--- src/rtl/pwm_pkg.sv ---
// rtl/pwm_pkg.sv - shared types and widths for the PWM generator/decoder family
// Purpose: decoder FSM state type and the duty scale shared with the fade generators.
// Ports: none (package).
package pwm_pkg;

  typedef enum logic {
    IDLE    = 1'b0,
    MEASURE = 1'b1
  } pwm_dec_state_t;

  // Duty is expressed on a 0..2^R scale, so it needs R+1 bits.
  localparam int PWM_R      = 8;
  localparam int PWM_DUTY_W = PWM_R + 1;

endpackage

--- src/rtl/pwm_ratio_div.sv ---
// rtl/pwm_ratio_div.sv - sequential restoring divider producing floor(num*2^R/den)
// Purpose: computes an R+1 bit ratio, one quotient bit per clock, clamped to 0..2^R.
// Ports:
//   clk, rst  clock, asynchronous active-high reset
//   start     request; accepted only while not busy
//   num, den  operands (num <= den for a meaningful duty, den > 0)
//   q         registered result, valid with done
//   done      one-cycle pulse when q updates
//   busy      iterations outstanding; a start is ignored while high
module pwm_ratio_div
  import pwm_pkg::*;
#(
  parameter int R     = PWM_R,
  parameter int CNT_W = 32
) (
  input  logic             clk,
  input  logic             rst,
  input  logic             start,
  input  logic [CNT_W-1:0] num,
  input  logic [CNT_W-1:0] den,
  output logic [R:0]       q,
  output logic             done,
  output logic             busy
);

  localparam int IW = $clog2(R + 1);
  localparam logic [R:0] FULL = {1'b1, {R{1'b0}}};

  logic [CNT_W:0]   rem;
  logic [CNT_W-1:0] den_q;
  logic [R:0]       quo;
  logic [IW-1:0]    iter;

  logic             start_now;
  logic [CNT_W:0]   cur;
  logic [CNT_W:0]   dv;
  logic             qbit;
  logic [CNT_W:0]   diff;
  logic [CNT_W:0]   next_rem;
  logic [R:0]       next_q;

  assign busy      = (iter != '0);
  assign start_now = start & ~busy;

  // The first quotient bit is resolved on the accepting edge straight from
  // the operand inputs; the remaining R bits follow on the next R edges.
  always_comb begin
    cur      = start_now ? {1'b0, num} : rem;
    dv       = start_now ? {1'b0, den} : {1'b0, den_q};
    qbit     = (cur >= dv);
    diff     = qbit ? (cur - dv) : cur;
    next_rem = diff << 1;
    next_q   = start_now ? {{R{1'b0}}, qbit} : {quo[R-1:0], qbit};
  end

  always_ff @(posedge clk or posedge rst) begin
    if (rst) begin
      rem   <= '0;
      den_q <= '0;
      quo   <= '0;
      iter  <= '0;
      q     <= '0;
      done  <= 1'b0;
    end else begin
      done <= 1'b0;
      if (start_now) begin
        rem   <= next_rem;
        den_q <= den;
        quo   <= next_q;
        iter  <= IW'(R);
      end else if (busy) begin
        rem  <= next_rem;
        quo  <= next_q;
        iter <= iter - IW'(1);
        if (iter == IW'(1)) begin
          done <= 1'b1;
          // Only reachable with num > den; a real waveform never exceeds 2^R.
          q    <= (next_q > FULL) ? FULL : next_q;
        end
      end
    end
  end

endmodule

--- src/rtl/pwm_duty_decoder.sv ---
// rtl/pwm_duty_decoder.sv - measures an incoming PWM waveform and recovers its duty
// Purpose: duty = floor(high*2^R/period) per period, plus stuck-high/low detection.
// Ports:
//   clk, rst    clock, asynchronous active-high reset
//   pwm_in      asynchronous PWM input
//   duty        last measured duty (0..2^R), held between updates
//   duty_valid  one-cycle pulse when duty updates
//   stuck_high  line high for TIMEOUT clocks without a rising edge (level)
//   stuck_low   line low for TIMEOUT clocks without a rising edge (level)
//   overrun     one-cycle pulse when a measurement is dropped (divider busy)
module pwm_duty_decoder
  import pwm_pkg::*;
#(
  parameter int R       = PWM_R,
  parameter int CNT_W   = 32,
  parameter int TIMEOUT = 2_500_000
) (
  input  logic       clk,
  input  logic       rst,
  input  logic       pwm_in,
  output logic [R:0] duty,
  output logic       duty_valid,
  output logic       stuck_high,
  output logic       stuck_low,
  output logic       overrun
);

  localparam logic [CNT_W-1:0] TO   = CNT_W'(TIMEOUT);
  localparam logic [CNT_W-1:0] ONE  = CNT_W'(1);
  localparam logic [R:0]       FULL = {1'b1, {R{1'b0}}};

  logic             s1, s, s_d;
  logic             rise;
  pwm_dec_state_t   state;
  logic [CNT_W-1:0] wait_cnt;
  logic [CNT_W-1:0] period_cnt;
  logic [CNT_W-1:0] high_cnt;
  logic             timeout;

  logic             div_start;
  logic [R:0]       div_q;
  logic             div_done;
  logic             div_busy;

  assign rise = s & ~s_d;

  // Completing a period hands the counts straight to the divider on this edge.
  assign div_start = (state == MEASURE) & rise;

  // A rising edge always beats a timeout. In IDLE the saturated wait counter
  // would otherwise re-fire every cycle, so an existing stuck flag blocks it.
  assign timeout = ~rise &
                   (((state == MEASURE) && (period_cnt == TO)) ||
                    ((state == IDLE) && (wait_cnt == TO) && !stuck_high && !stuck_low));

  pwm_ratio_div #(
    .R     (R),
    .CNT_W (CNT_W)
  ) u_div (
    .clk   (clk),
    .rst   (rst),
    .start (div_start),
    .num   (high_cnt),
    .den   (period_cnt),
    .q     (div_q),
    .done  (div_done),
    .busy  (div_busy)
  );

  always_ff @(posedge clk or posedge rst) begin
    if (rst) begin
      s1         <= 1'b0;
      s          <= 1'b0;
      s_d        <= 1'b0;
      state      <= IDLE;
      wait_cnt   <= '0;
      period_cnt <= '0;
      high_cnt   <= '0;
      duty       <= '0;
      duty_valid <= 1'b0;
      stuck_high <= 1'b0;
      stuck_low  <= 1'b0;
      overrun    <= 1'b0;
    end else begin
      s1         <= pwm_in;
      s          <= s1;
      s_d        <= s;
      duty_valid <= 1'b0;
      overrun    <= div_start & div_busy;

      if (state == IDLE) begin
        if (rise) begin
          period_cnt <= ONE;
          high_cnt   <= ONE;
          wait_cnt   <= '0;
          stuck_high <= 1'b0;
          stuck_low  <= 1'b0;
          state      <= MEASURE;
        end else if (wait_cnt != TO) begin
          wait_cnt <= wait_cnt + ONE;
        end
      end else begin
        // The rise cycle itself is high, so both counts restart at 1.
        if (rise) begin
          period_cnt <= ONE;
          high_cnt   <= ONE;
        end else begin
          period_cnt <= period_cnt + ONE;
          if (s) high_cnt <= high_cnt + ONE;
        end
      end

      // A timeout needs TIMEOUT clocks since the last accepted period while a
      // division lasts R+1, so the two result sources never compete.
      if (timeout) begin
        state      <= IDLE;
        duty       <= s ? FULL : {(R+1){1'b0}};
        duty_valid <= 1'b1;
        stuck_high <= s;
        stuck_low  <= ~s;
      end else if (div_done) begin
        duty       <= div_q;
        duty_valid <= 1'b1;
      end
    end
  end

endmodule
--- config.mk ---
export PLATFORM = sky130hd
export DESIGN_NAME = pwm_duty_decoder
export DESIGN_NICKNAME = d
export VERILOG_FILES = /design/src/rtl/pwm_pkg.sv /design/src/rtl/pwm_ratio_div.sv /design/src/rtl/pwm_duty_decoder.sv
export SDC_FILE = /design/constraint.sdc
export NUM_CORES = 1
export LEC_CHECK = 0
export ABC_AREA = 1
export BUFFER_PORTS_ARGS = -buffer_cell sky130_fd_sc_hd__buf_2
export CAP_MARGIN = 20
export CORE_UTILIZATION = 45
export DETAILED_ROUTE_END_ITERATION = 6
export GPL_TIMING_DRIVEN = 1
export PLACE_DENSITY_LB_ADDON = 0.3
export REMOVE_ABC_BUFFERS = 1
export SLEW_MARGIN = 20
export SYNTH_ARGS = -nofsm -noshare
export SYNTH_HDL_FRONTEND = slang
export SYNTH_SLANG_ARGS = --single-unit
--- constraint.sdc ---
create_clock -name clk -period 6.79 [get_ports clk]
set_input_delay 0.3395 -clock clk [delete_from_list [all_inputs] [get_ports clk]]
set_output_delay 0.3395 -clock clk [all_outputs]
set_load 0.005 [all_outputs]
Word-level counts from Yosys, hierarchy flattened
Index checks and enable logic that the tools add are counted.
{"block": "totals", "register_bits": 200, "output_inout_bits": 13}
{"block": "classes", "eq_ne": 5, "n_bitwise": 11, "addsub": 5, "reduce_logical": 18, "muxes": 34, "magnitude_cmp": 2}
{"operator": "two-way mux 32 bit", "count": 10}
{"operator": "two-way mux 33 bit", "count": 3}
{"operator": "adder 32 x 1 -> 32 bit, second input constant", "count": 3}
{"operator": "== test 32 x 22 -> 1 bit, second input constant", "count": 2}
{"operator": "two-way mux 9 bit", "count": 5}
{"operator": ">= comparator 33 x 32 -> 1 bit", "count": 1}
{"operator": "!= test 32 x 22 -> 1 bit, second input constant", "count": 1}
{"operator": "subtractor 32 bit", "count": 1}
{"operator": "two-way mux 8 bit", "count": 2}
{"operator": "two-way mux 1 bit", "count": 12}
{"operator": "nonzero test 2 bit", "count": 6}
{"operator": "greater-than comparator 9 bit, second input constant", "count": 1}
{"operator": "two-way mux 4 bit", "count": 2}
{"operator": "inverter 1 bit", "count": 6}
{"operator": "AND reduction 2 bit", "count": 3}
{"operator": "bitwise AND 1 bit", "count": 5}
{"operator": "== test 4 x 1 -> 1 bit, second input constant", "count": 1}
{"operator": "logical AND 1 bit", "count": 4}
{"operator": "nonzero test 4 bit", "count": 1}
{"operator": "subtractor 4 x 1 -> 4 bit, second input constant", "count": 1}
{"operator": "AND reduction 3 bit", "count": 1}
{"operator": "zero test 1 bit", "count": 2}
{"operator": "!= test 2 x 1 -> 1 bit, second input constant", "count": 1}
{"operator": "logical OR 1 bit", "count": 1}

Depth between registers and ports, before layout
Gate-level depths: netlist (run 1).
{"block": "depth", "depth_word": 9, "depth_mapped": 24}

Modules after synthesis
From an unflattened synthesis (run 1), not the netlist that was laid out.
{"block": "hier_totals", "cells_unflattened": 2111, "hier_area_um2": 13772.0}
{"mod": "pwm_duty_decoder", "area_per_inst_um2": 7130.6, "seq_area_each_um2": 2827.7, "instances": 1, "cells_per_inst": 1062}
{"mod": "pwm_ratio_div", "area_per_inst_um2": 6641.4, "seq_area_each_um2": 2152.1, "instances": 1, "cells_per_inst": 1049}

Least setup slack after synthesis (run 1)
No wires, ideal clock.
{"block": "synth_timing", "path_kind": "register -> register", "from": "register u_div.iter[0]", "to": "register u_div.rem[26]", "setup_time_ps": 69, "slack_ps": 3615, "arrival_ps": 3106, "path_stages_with_launch": 23, "path_buffers": 3, "cell_sequence": "dfrtp_1 > inv_1 > ha_1 > nand2_1 > nor2_4 > inv_2 > buf_4 > buf_2 > or2_2 > o21ai_0 > ha_1 > nand2_1 > nand2_1 > nand2_1 > nand2_1 > nand2_1 > nand2_1 > a21oi_1 > nand2_1 > nand2_2 > buf_1 > nand4_1 > nand3_1"}
{"block": "synth_via", "elab_chain_len": 8, "word_cells_on_any_way": 11, "classes_between": "1 x add/sub; 1 x order compare; 5 x mux; 2 x bitwise; 2 x reduce/logical"}
{"item": "from (decl)", "line": "pwm_ratio_div.sv:32", "rtl": "logic [IW-1:0] iter;"}
{"item": "from (signal assigned)", "line": "pwm_ratio_div.sv:70", "rtl": "iter <= IW'(R);"}
{"item": "from (signal assigned)", "line": "pwm_ratio_div.sv:74", "rtl": "iter <= iter - IW'(1);"}
{"item": "nonzero test 4 bit (*)", "line": "pwm_ratio_div.sv:42", "rtl": "assign busy = (iter != '0);"}
{"item": "inverter 1 bit", "line": "pwm_ratio_div.sv:43", "rtl": "assign start_now = start & ~busy;"}
{"item": "bitwise AND 1 bit", "line": "pwm_ratio_div.sv:43"}
{"item": "two-way mux 33 bit or two-way mux 32 bit (tied branches)", "line": "pwm_ratio_div.sv:48, pwm_ratio_div.sv:49"}
{"item": "subtractor 32 bit or >= comparator 33 x 32 -> 1 bit (tied branches)", "line": "pwm_ratio_div.sv:51, pwm_ratio_div.sv:50"}
{"item": "two-way mux 32 bit", "line": "pwm_ratio_div.sv:51", "rtl": "diff = qbit ? (cur - dv) : cur;"}
{"item": "two-way mux 33 bit", "line": "pwm_ratio_div.sv:71", "rtl": "end else if (busy) begin"}
{"item": "two-way mux 33 bit", "line": "pwm_ratio_div.sv:66", "rtl": "if (start_now) begin"}
{"item": "to (signal assigned)", "line": "pwm_ratio_div.sv:67", "rtl": "rem <= next_rem;"}
{"item": "to (signal assigned)", "line": "pwm_ratio_div.sv:72", "rtl": "rem <= next_rem;"}
{"item": "to (decl)", "line": "pwm_ratio_div.sv:29", "rtl": "logic [CNT_W:0] rem;"}
Mark *: on every way between the ends. The rest lies on a longest branch, timed or not. The select of a mux whose other input is x is not followed.
A chain may end at the register's enable or synchronous reset.

Worst setup path in the final report (run 1)
{"block": "layout_timing", "from": "register u_div.iter[0]", "to": "register u_div.rem[25]"}
Same word-level chain as after synthesis.

==> results list, run 1 <==
* Critical path type: reg2reg
- Largest net degree at the start of global routing: 130
- Clock tree synthesis inserted a total of 17 buffers.
* Flop and latch count out of synthesis: 199
- Most frequently used flop master after synthesis: sky130_fd_sc_hd__dfrtp_1
- Worst slack after detailed placement: 2.15 ns
- After detailed routing, the average wire length per cell comes to 16.4 µm.
- Worst path arrival time: 5.09 ns
- RSZ-0062 raised after global routing: false
- Width of the die: 174 µm
- In this run the static leakage power is 7.03 nW.
* Stage delay of the slowest cell on the critical path: 0.61 ns
* Clock period minus worst slack: 4.76 ns
- Clock-pin slew on the worst setup and hold paths: 0.08 ns
* Io pins: 16
* Router iterations before antenna repair: 6
* Share of the cycle needed by the critical path after routing: 0.700
* Fill count: 2979
* Vias in the first global route: 12.0k
- Across the run, the number of max-cap violations was 0.
- The clock net in this run drives a total of 199 sinks.
* Cell area after technology mapping: 13300 µm²
- Highest clock rate: 0.210 GHz
- The flow ran to the end, and the final reports show no timing, DRC or antenna violations.
* Utilization of the core after routing: 0.494
- For this run, the register share of the synthesized area comes to 0.375.
* Synthesis-to-layout area growth: 7.29%
- Maximum number of buffers from clock root to sink: 2
* RePlAce Congestion: 0.949
- The number of different library cells used by synthesis comes to 46.
* CTS tree: yes
- Total number of vias: 12.8k
- Slack of the worst reg-to-reg path: 2.03 ns
- In the final layout, the share of cells above drive strength 1 is 0.0488.
- The max-slew violation count came to 0.
- After technology mapping, the gate count stands at 1991.
- In this run the power density over the cells is 454 nW/µm².
* Global-route total usage across every layer: 0.263
- YS warnings: 0
- Worst Setup End Kind: register
- Standard cell core area: 28900 µm²
* Sw frac: 0.493
* CP max FO: 60
- The number of hold violations in the final report came to 0.
* Source of the critical timing path: u_div.iter[0]
- After floorplanning, the core was divided into 62 placement rows.
- Of the total power, combinational logic draws 0.576.
* Final routed wirelength across all metal layers: 38900 µm
- Max stage delay cell, worst path: sky130_fd_sc_hd__nand2_2
* Final setup viols: 0
- Mean number of vias per cell: 5.42
- Global-route wire length before repair: 63100 µm
* Post-route setup slack: 2.03 ns
* Iteration-0 DRC count of the detailed router: 1377
* Resized Gates After CTS: 0
* Clock Root Buffer: sky130_fd_sc_hd__clkbuf_16
- Measured along the y axis, the die boundary spans 174 µm.
- For this configuration, the core starts out at a cell density of 0.460.
* Worst-case clock skew: 0.0143 ns
* Clock network fraction of design power: 0.164
- Traced cell by cell, the critical path runs through inv_1, ha_1, nand2_1, nor2_4, inv_2, buf_4, o21ai_0, ha_1, nand2_1, nor2_1, nand2_1, nand3_1, nand2_1, nand2_1, nand2_1, nand2_1, nand2_2, nand2_4, nand3_1, nand3_1.
* H-tree levels: 4
- For the worst setup path, the data required time is 7.13 ns.
* Critical path's top delay family: simple AND/OR/NAND/NOR gates
* Setup TNS Final: 0 ns
- DRC viols: 0
- In this run the worst hold path is classified as in2async.
- Number of antenna diodes: 0
- Number of enable-type register cells in the synthesized netlist: 0
- The finished layout holds 2370 standard cells, fillers aside.
* Endpoint of the most critical register-to-register path: u_div.rem[25]
- Slew @ Worst Pin: 0.961 ns
- Peak supply drop: 0.312 mV
- Overall power consumption after layout is estimated at 6.47 mW.
- The die covers 30200 µm².
* Layout net count: 2017
- The worst setup path is launched from a register.
- The worst register-to-register path begins at u_div.iter[0].
- Switch Pwr: 3.19 mW
* Hold buffer count at CTS: 1
* Clock latency of the later-clocked register in the worst-skew pair: 0.46 ns
- In this run the mean area of a mapped cell was 6.67 µm².
* Antenna violations before repair: 0
* Number of cell instances on the worst register-to-register path: 20
* Post-CTS setup buffer count: 0
- Buffers added on ports: 15
- Internal power comes to 3.28 mW.
- Global routing finished with a remaining overflow of 0.
* DP Cell Count: 2337
- Of all flip-flops after synthesis, the portion carrying an async set or reset was 1.00.
- Relative contribution of sequential cells to total power: 0.260
* Crit path buffers/inverters: 3
- The detail route stage leaves a number of antenna-violating nets equal to 0.
- The HPWL after detailed placement is 28100 µm.
* Crit-path most repeated cell: sky130_fd_sc_hd__nand2_1
- The worst pin sits at a relative slew slack of 0.358.
-- metrics by stage --
step           cell area [µm²]  hold WS (ns)
6_report                 14300        0.0793
5_1_grt                  14300         0.142
4_1_cts                  14200         0.134
3_5_place_dp             13600         0.418
3_3_place_gp             13600         0.420
2_1_floorplan            13000         0.331
-- cell usage after synthesis, drive strengths merged (2+ instances only) --
master	n	area share
nand3b	5	0.0028
buf	30	0.012
inv	281	0.079
nor3	47	0.018
or3	4	0.0019
and2	6	0.0028
dfrtp	199	0.37
o22ai	9	0.0042
o21a	3	0.0017
and3	5	0.0024
xor2	29	0.019
a311oi	2	0.0013
nor4	12	0.0057
clkbuf	31	0.0088
nand4	73	0.034
o21bai	6	0.0034
nor4b	2	0.0013
ha	40	0.038
a31oi	6	0.0028
a21oi	62	0.024
or2	20	0.0094
xnor2	3	0.0020
o21ai	134	0.050
nor2	188	0.055
nand2	622	0.18
nand3	163	0.061
-- logic make-up after synthesis --
logic type / count (synthesis) / synth area share
xor+xnor: 32 / 0.0211
mux: 1 / 0.000754
buf+inv: 343 / 0.100
fa+ha+maj: 41 / 0.0392
compound gates: 227 / 0.0909
flops: 199 / 0.375
simple gates: 1148 / 0.373
-- placed cells by master (no fill, tap or decap), types with 9 or more instances in the layout --
master / instances
sky130_fd_sc_hd__dfrtp_1: 199
sky130_fd_sc_hd__nor4_1: 12
sky130_fd_sc_hd__a21oi_1: 60
sky130_fd_sc_hd__or2_2: 20
sky130_fd_sc_hd__nand3_1: 163
sky130_fd_sc_hd__nand4_1: 73
sky130_fd_sc_hd__ha_1: 40
sky130_fd_sc_hd__nor3_1: 46
sky130_fd_sc_hd__nor2_1: 181
sky130_fd_sc_hd__o21ai_0: 127
sky130_fd_sc_hd__nand2_1: 618
sky130_fd_sc_hd__xor2_1: 29
sky130_fd_sc_hd__buf_2: 15
sky130_fd_sc_hd__inv_1: 274
sky130_fd_sc_hd__clkbuf_16: 17
sky130_fd_sc_hd__o22ai_1: 9
-- worst max-delay path by stage --
| stage | depth (start not counted) | to | slack, ns |
|---|---|---|---|
| 2_1_floorplan | 1 | duty[0] | 1.02 |
| 3_3_place_gp | 21 | u_div.rem[28] | 2.21 |
| 3_5_place_dp | 20 | u_div.rem[25] | 2.15 |
| 4_1_cts | 20 | u_div.rem[25] | 2.11 |
| 5_1_grt | 19 | u_div.rem[30] | 1.68 |
| 6_report | 20 | u_div.rem[25] | 2.03 |
-- sequential cells by signal (all words and copies together), names as in the netlist --
register     cells
high_cnt        32
period_cnt      32
u_div.den_q     32
u_div.rem       32
wait_cnt        32
duty             9
u_div.q          9
u_div.quo        8
u_div.iter       4
duty_valid       1
overrun          1
s                1
s1               1
s_d              1
state            1
stuck_high       1
stuck_low        1
u_div.done       1
-- final cells by class --
cell class | count | area, µm² | share of cell area
timing repair buffer | 24 | 145 | 0.0102
clock buffer | 17 | 425 | 0.0299
multi-input combinational | 1449 | 6980 | 0.489
sequential | 199 | 4980 | 0.349
inverter | 282 | 1070 | 0.0750
tap | 384 | 480 | 0.0337
clock inverter | 15 | 176 | 0.0124
-- power by group through the flow --
stage / registers (mW) / clock network (mW) / logic [mW]
floorplan: 1.66 / 0 / 2.74
global placement: 1.69 / 0 / 3.63
detailed placement: 1.70 / 0 / 3.67
CTS: 1.68 / 1.07 / 3.70
global route: 1.72 / 1.12 / 4.24
finish: 1.68 / 1.06 / 3.73
-- metal layers --
layer | global-route usage | routed length, µm | up-vias
li1 | - | - | 6366
met1 | 0.377 | 18700 | 6015
met5 | 0 | 0 | -
met2 | 0.408 | 17400 | 416
met3 | 0.0439 | 2200 | 40
met4 | 0.0691 | 624 | 0
Note: power is estimated with default switching activity, not from simulation.
==> run 2: changes to the inputs <==
==> constraint.sdc (replaced) <==
create_clock -name clk -period 3.8 [get_ports clk]
set_input_delay 0.19 -clock clk [delete_from_list [all_inputs] [get_ports clk]]
set_output_delay 0.19 -clock clk [all_outputs]
set_load 0.005 [all_outputs]
==> results list, run 2 (synthesized netlist as in run 1, its figures left out) <==
* GR Overflow Total: 0 (unchanged)
- Row Count: 62 (unchanged)
- Floorplan die area: 30200 µm² (unchanged)
* Final setup viols: 0 (unchanged)
- Traced cell by cell, the critical path runs through inv_1, ha_1, nand2_1, nor2_4, inv_2, buf_12, nand2_1, o21ai_0, ha_1, nand2_1, inv_1, nand2_1, nor2_1, and3_1, nand2_1, nand2_2, nand2_8, nand3_1, nand2_2, nand2_1, nand2_1.
* Critical path type: reg2reg
- The number of design rule violations left after detail routing was 9 (+9).
* Slack of the worst reg-to-reg path: 0.23 ns (-1.81 ns)
* Clock network fraction of design power: 0.153 (-0.011)
* Class of the tightest hold or removal check: reg2reg
* Layout net count: 2042 (+1.2%)
* Global-route wire length before repair: 63100 µm (about the same)
* RSZ-0062 raised after global routing: true
* P per Cell Area: 813 nW/µm² (+79%)
- Maximum number of buffers from clock root to sink: 2 (unchanged)
- Signal routing reaches up to met4.
* Synthesis-to-layout area growth: 9.48%
- The placeable core area came to 28900 µm² (unchanged).
- CP max FO: 43 (-28%)
* Stage delay of the slowest cell on the critical path: 0.42 ns (-0.19 ns)
- The via count of the first global-routing pass is 12.0k (-0.22%).
- The tree is rooted in a sky130_fd_sc_hd__clkbuf_16.
* Total clock sinks: 199 (unchanged)
- The initial DRC count came to 1531 (+11%).
* Wire length per cell after detailed routing: 16.5 µm (+0.88%)
* Worst hold slack after final layout: 0.359 ns (+0.280 ns)
- Static Leakage: 7.16 nW (+1.8%)
* Number of buffers inserted during clock tree synthesis: 17 (unchanged)
- The number of iterations in the first detailed-routing pass was 7 (+1).
- The worst setup path is launched from a register.
- Share of layout cells above drive strength 1: 0.0646 (+0.0158)
- Counting stages on the worst path, the most repeated cell is sky130_fd_sc_hd__nand2_1.
* Clock latency of the later-clocked register in the worst-skew pair: 0.46 ns (about the same)
- The wire length on met3 was 2870 µm (+30%).
- Proportion of power drawn by combinational gates: 0.593 (+0.017)
- Endpoints failing hold: 0 (unchanged)
* Mean number of vias per cell: 5.44 (+0.52%)
- The library cell used most frequently in the layout, excluding fill and tap cells, is sky130_fd_sc_hd__nand2_1.
- Antenna Nets Post-Route: 0 (unchanged)
- Global-route total usage across every layer: 0.264 (+0.00116)
* WHS Path Cells: 0
- RePlAce Congestion: 0.984 (+3.7%)
- The height of the chip is 174 µm (unchanged).
- TritonCTS built the clock tree.
- The worst IR drop on VDD was 0.469 mV (+50%).
- Worst Setup End Kind: register
- The top cell types in the final layout, fill and taps aside, are sky130_fd_sc_hd__nand2_1, sky130_fd_sc_hd__inv_1, sky130_fd_sc_hd__dfrtp_1.
- The worst-case reg-to-reg path depth was 21 (+5.0%).
- The final reports fail on design-rule violations.
* Clock period minus worst slack: 3.57 ns (-1.18 ns)
- The post-route clock period utilization was 0.941 (+0.240).
* Worst slack after detailed placement: 0.0368 ns (-2.12 ns)
* Max stage delay cell, worst path: sky130_fd_sc_hd__ha_1
- The arrival time reported for the critical path endpoint came to 3.92 ns (-1.17 ns).
- The register share of total power is 0.254 (-0.006).
* Final Max Slew Viols: 0 (unchanged)
- The routed length on met1 came to 18300 µm (-2.1%).
- Slew HR: 0.456 (+0.0983)
- Highest clock rate: 0.280 GHz (+33%)
- The number of input and output port buffers inserted came to 15 (unchanged).
- The run finished, with violations left.
- The width of the die was 174 µm (unchanged).
- Internal power: 5.97 mW (+82%)
* H-tree levels: 4 (unchanged)
* Detailed-placement wirelength estimate: 28400 µm (+1.1%)
* Worst-case clock skew: 0.0165 ns (+0.00219 ns)
* Max cap viols: 0 (unchanged)
* Sw frac: 0.495 (+0.00162)
* Clock-pin slew on the worst setup and hold paths: 0.08 ns (about the same)
- The final worst slack came to 0.226 ns (-1.81 ns).
* Met2 routed wirelength: 17400 µm (+0.40%)
- Io pins: 16 (unchanged)
- Largest net degree at the start of global routing: 106 (-18%)
- The net load switching power came to 5.85 mW (+83%).
* Antenna violations before repair: 0 (unchanged)
* Final routed wirelength across all metal layers: 39600 µm (+1.9%)
- The effective utilization at floorplan was 0.460 (unchanged).
- Slew @ Worst Pin: 0.816 ns (-0.145 ns)
- The antenna diode instance count is 0 (unchanged).
- Total number of vias: 13.0k (+1.6%)
- Worst Path Required: 4.15 ns (-2.98 ns)
-- run 2: cell count changes in the layout (fill, tap and decap cells not counted), sizes merged --
cell / previous run / this run
inv: 289 / 288
buf: 23 / 44
nand2: 622 / 624
clkinv: 5 / 6
dlygate4sd3: 1 / 2
clkbuf: 17 / 18
bufinv: 1 / 0
clkinvlp: 2 / 3
-- run 2: layout make-up --
| cell class | count | area (µm²) |
|---|---|---|
| clock buffers | 17 | 425 |
| multi-input cells | 1451 | 7050 |
| clock inverters | 15 | 141 |
| inverters | 282 | 1070 |
| fillers | 2869 | 14300 |
| flip-flops and latches | 199 | 4980 |
| well taps | 384 | 480 |
| repair buffers | 47 | 395 |
-- run 2: worst max-delay path, delay by kind of cell, from the launching register on --
family	cells	cell delay, ns
buffers and inverters	4	0.45
flip-flops	1	0.41
adder cells (fa/ha/maj)	2	0.60
AO/OA/AOI/OAI	1	0.15
AND/OR/NAND/NOR	14	1.84
-- run 2: layer usage --
metal,vias up,track usage
met5,-,0
li1,6414,-
met1,6067,0.369
met4,0,0.0903
met3,64,0.0553
met2,495,0.403
-- run 2: per-stage QoR --
stage | TNS (ns) | cells | util | area [µm²] | total power [mW]
4_1_cts | 0 | 2387 | 0.498 | 14400 | 11.5
2_1_floorplan | -394.38 | 1930 | - | 13000 | 7.86
3_5_place_dp | 0 | 2353 | 0.478 | 13800 | 9.60
5_1_grt | -0.0411 | 2395 | 0.504 | 14500 | 12.9
3_3_place_gp | 0 | 2353 | 0.477 | 13800 | 9.52
6_report | 0 | 2395 | 0.504 | 14500 | 11.8
-- run 2: worst paths after layout --
| check | from | endpoint |
|---|---|---|
| setup / recovery | u_div.iter[0] | u_div.q[7] |
| hold / removal | s1 | s |
| setup reg to reg | u_div.iter[0] | u_div.q[7] |
| hold reg to reg | s1 | s |
| max in group asynchronous | rst | period_cnt[30] |
| min in group asynchronous | rst | wait_cnt[26] |
-- run 2: power groups by stage --
| stage | sequential (mW) | combinational [mW] | clock [mW] |
|---|---|---|---|
| 2_1_floorplan | 2.96 | 4.90 | 0 |
| 3_3_place_gp | 3.03 | 6.49 | 0 |
| 3_5_place_dp | 3.03 | 6.57 | 0 |
| 4_1_cts | 3.00 | 6.63 | 1.83 |
| 5_1_grt | 3.07 | 7.88 | 1.91 |
| 6_report | 3.00 | 7.01 | 1.81 |
-- run 2: timing repair --
action,4_1_cts,5_1_grt
gates resized for setup,0,18
buffers inserted,0,5
endpoints found under the setup margin,0,41
hold endpoints to repair,103,0
hold buffers,2,0
==> run 3: changes to the inputs <==
--- a/config.mk
+++ b/config.mk
@@ -8,7 +8,7 @@
 export ABC_AREA = 1
 export BUFFER_PORTS_ARGS = -buffer_cell sky130_fd_sc_hd__buf_2
 export CAP_MARGIN = 20
-export CORE_UTILIZATION = 45
+export CORE_UTILIZATION = 40
 export DETAILED_ROUTE_END_ITERATION = 6
 export GPL_TIMING_DRIVEN = 1
 export PLACE_DENSITY_LB_ADDON = 0.3
==> results list, run 3 (synthesized netlist as in run 1, its figures left out) <==
* Run status: finished, violations left
* Violated checks: design-rule violations
- The die outline area was 33900 µm² (+12%).
- Post-route design area: 14600 µm² (+0.59%)
- The tree is rooted in a sky130_fd_sc_hd__clkbuf_16.
- The share of final-layout standard cells stronger than drive strength 1 came to 0.0680 (+0.00338).
- The post-detailed-placement cell area is 13900 µm² (+0.51%).
* Wire length per cell after detailed routing: 16.3 µm (-1.2%)
* Internal power: 6.08 mW (+1.8%)
* Slew @ Worst Pin: 0.833 ns (+0.0164 ns)
- The arrival time reported for the critical path endpoint came to 3.90 ns (-0.02 ns).
* Met2 Resource Use GR: 0.380 (-0.0236)
* Io pins: 16 (unchanged)
- Router iterations before antenna repair: 7 (unchanged)
* Total clock sinks: 199 (unchanged)
* Peak supply drop: 0.445 mV (-5.0%)
- The worst slew margin relative to its limit is 0.445 (-0.0109).
- The antenna diode instance count was 0 (unchanged).
- Width of the die: 184 µm (+6.0%)
* Sw frac: 0.496 (+0.000576)
* Relative contribution of sequential cells to total power: 0.249 (-0.005)
- RSZ-0062 raised after global routing: false
- The power share of the combinational group came to 0.595 (+0.002).
- The initial DRC count was 1205 (-21%).
- The upper clock frequency limit came to 0.281 GHz (+0.47%).
* Worst Path Required: 4.14 ns (about the same)
* Global-route wire length before repair: 63500 µm (+0.59%)
- The number of design rule violations left after detail routing was 1 (-8).
- The total wirelength of the detailed-routed design came to 40100 µm (+1.3%).
* Mean number of vias per cell: 5.29 (-2.9%)
* Die boundary height: 184 µm (+6.0%)
- The routing usage on met3 is 0.0452 (-0.0100).
- The net load switching power is 5.97 mW (+2.0%).
* Worst-case clock skew: 0.0132 ns (-0.00334 ns)
- Synthesis-to-layout area growth: 10.1%
* Clock network fraction of design power: 0.156 (+0.003)
- Busiest layer in global routing: met2
- Number of buffers inserted during clock tree synthesis: 17 (unchanged)
* Share of the cycle needed by the critical path after routing: 0.936 (-0.00438)
* Vias in the first global route: 11.9k (-0.68%)
- Worst Setup End Kind: register
- The number of hold violations in the final report came to 0 (unchanged).
- The met1 usage came to 0.333 (-0.0366).
- The number of input and output port buffers inserted was 15 (unchanged).
- Largest net degree at the start of global routing: 109 (+2.8%)
- Maximum number of buffers from clock root to sink: 2 (unchanged)
- The total vias in the final route is 13.0k (-0.42%).
- The worst setup path is of the reg2reg kind.
- The total negative setup slack was 0 ns (unchanged).
* Global-route total usage across every layer: 0.241 (-0.0230)
* Final Max Slew Viols: 0 (unchanged)
- GR Overflow Total: 0 (unchanged)
* RePlAce Congestion: 0.978 (-0.57%)
* Layout net count: 2045 (+0.15%)
- Class of the tightest hold or removal check: in2reg
* Clock latency of the later-clocked register in the worst-skew pair: 0.45 ns (about the same)
* Fill count: 3415 (+19%)
- Clock period minus worst slack: 3.56 ns (-0.0166 ns)
- Detailed-placement wirelength estimate: 29800 µm (+4.8%)
- Worst hold slack after final layout: 0.371 ns (+0.0115 ns)
- The placeable core area was 32600 µm² (+13%).
- The worst hold path stage count is 2 (+2).
* CP max FO: 52 (+21%)
- The worst-case reg-to-reg path depth came to 20 (-4.8%).
- The final number of setup-violating endpoints came to 0 (unchanged).
* Antenna Nets Post-Route: 0 (unchanged)
- Most used cells in the layout excluding fill and tap cells: sky130_fd_sc_hd__nand2_1, sky130_fd_sc_hd__inv_1, sky130_fd_sc_hd__dfrtp_1
- The power per standard cell area is 823 nW/µm² (+1.3%).
* Initial core utilization: 0.407 (-0.0531)
* Kind of start point of the critical path: register
- The clock-pin slew reported for the worst setup and hold paths after clock tree synthesis is 0.08 ns (about the same).
- TritonCTS built the clock tree.
* Max cap viols: 0 (unchanged)
* H-tree levels: 4 (unchanged)
- Most frequent standard cell in the layout excluding fill and tap cells: sky130_fd_sc_hd__nand2_1
- Antenna violations before repair: 1 (+1)
- The cell row count was 66 (+6.5%).
- Static Leakage: 7.19 nW (+0.45%)
==> run 3: cell count changes in the layout (fill, tap and decap cells not counted), moves of 3 or more <==
| cell | delta |
|---|---|
| sky130_fd_sc_hd__clkinv_4 | +4 |
| sky130_fd_sc_hd__nor2_1 | -3 |
| sky130_fd_sc_hd__o21ai_0 | -5 |
| sky130_fd_sc_hd__nor2_2 | +3 |
| sky130_fd_sc_hd__buf_4 | +5 |
| sky130_fd_sc_hd__clkinvlp_4 | -3 |
| sky130_fd_sc_hd__o21ai_2 | +3 |
==> run 3: area by class of cell <==
type,count,area (µm²),share of cell area
clock buffer,17,425,0.0291
clock inverter,15,166,0.0114
inverter,282,1070,0.0729
multi-input combinational,1451,7040,0.482
sequential,199,4980,0.340
tap,442,553,0.0378
timing repair buffer,50,393,0.0269
==> run 3: per-layer routing <==
layer	routed length, µm	vias up	part of all wire
li1	-	6439	-
met1	18900	6097	0.47
met2	17900	389	0.45
met3	2250	58	0.056
met4	1090	2	0.027
met5	13	-	0.00032
==> run 3: worst max-delay path, stage by stage, from the launching register on <==
cell and delay, ns:
sky130_fd_sc_hd__dfrtp_1 0.42, sky130_fd_sc_hd__inv_1 0.11, sky130_fd_sc_hd__ha_1 0.19, sky130_fd_sc_hd__nand2_2 0.10, sky130_fd_sc_hd__nor2_4 0.15, sky130_fd_sc_hd__inv_2 0.07
sky130_fd_sc_hd__buf_12 0.17, sky130_fd_sc_hd__nand2_1 0.07, sky130_fd_sc_hd__o21ai_0 0.15, sky130_fd_sc_hd__buf_4 0.19, sky130_fd_sc_hd__fa_1 0.46, sky130_fd_sc_hd__nand3_1 0.10
sky130_fd_sc_hd__nand3_1 0.21, sky130_fd_sc_hd__a21oi_1 0.42, sky130_fd_sc_hd__inv_1 0.10, sky130_fd_sc_hd__nand2_1 0.15, sky130_fd_sc_hd__nand3_1 0.10, sky130_fd_sc_hd__nand2_1 0.06
sky130_fd_sc_hd__nand2_1 0.05, sky130_fd_sc_hd__nand3_1 0.06, sky130_fd_sc_hd__nand3_1 0.09
==> run 3: path summary, 6_finish.rpt <==
path                               start             to  slack [ns]
max in group asynchronous            rst     u_div.q[0]        2.38
setup reg to reg           u_div.iter[0]  u_div.rem[25]        0.24
setup / recovery           u_div.iter[0]  u_div.rem[25]        0.24
min in group asynchronous            rst   wait_cnt[27]        0.39
hold reg to reg                       s1              s        0.41
hold / removal                    pwm_in             s1        0.37
==> run 3: through the flow <==
stage	worst slack, ns	power, mW	cells	util
floorplan	-1.82	7.86	1930	-
global placement	0.103	9.71	2411	0.425
detailed placement	0.103	9.82	2411	0.425
CTS	0.0817	11.7	2445	0.443
global route	0.0164	13.1	2456	0.448
finish	0.242	12.0	2456	0.448
==> run 3: power groups by stage <==
stage	clock (mW)	combinational [mW]	sequential [mW]
after floorplan	0	4.90	2.96
after global placement	0	6.69	3.02
after detailed placement	0	6.80	3.02
after CTS	1.91	6.81	2.99
after global routing	2.00	8.04	3.06
final	1.88	7.17	3.00
==> run 3: repair_timing <==
action	4_1_cts	5_1_grt
hold endpoints to repair	106	0
hold buffers	2	0
resized for setup	0	26
setup endpoints to repair	0	41
buffers inserted	0	8
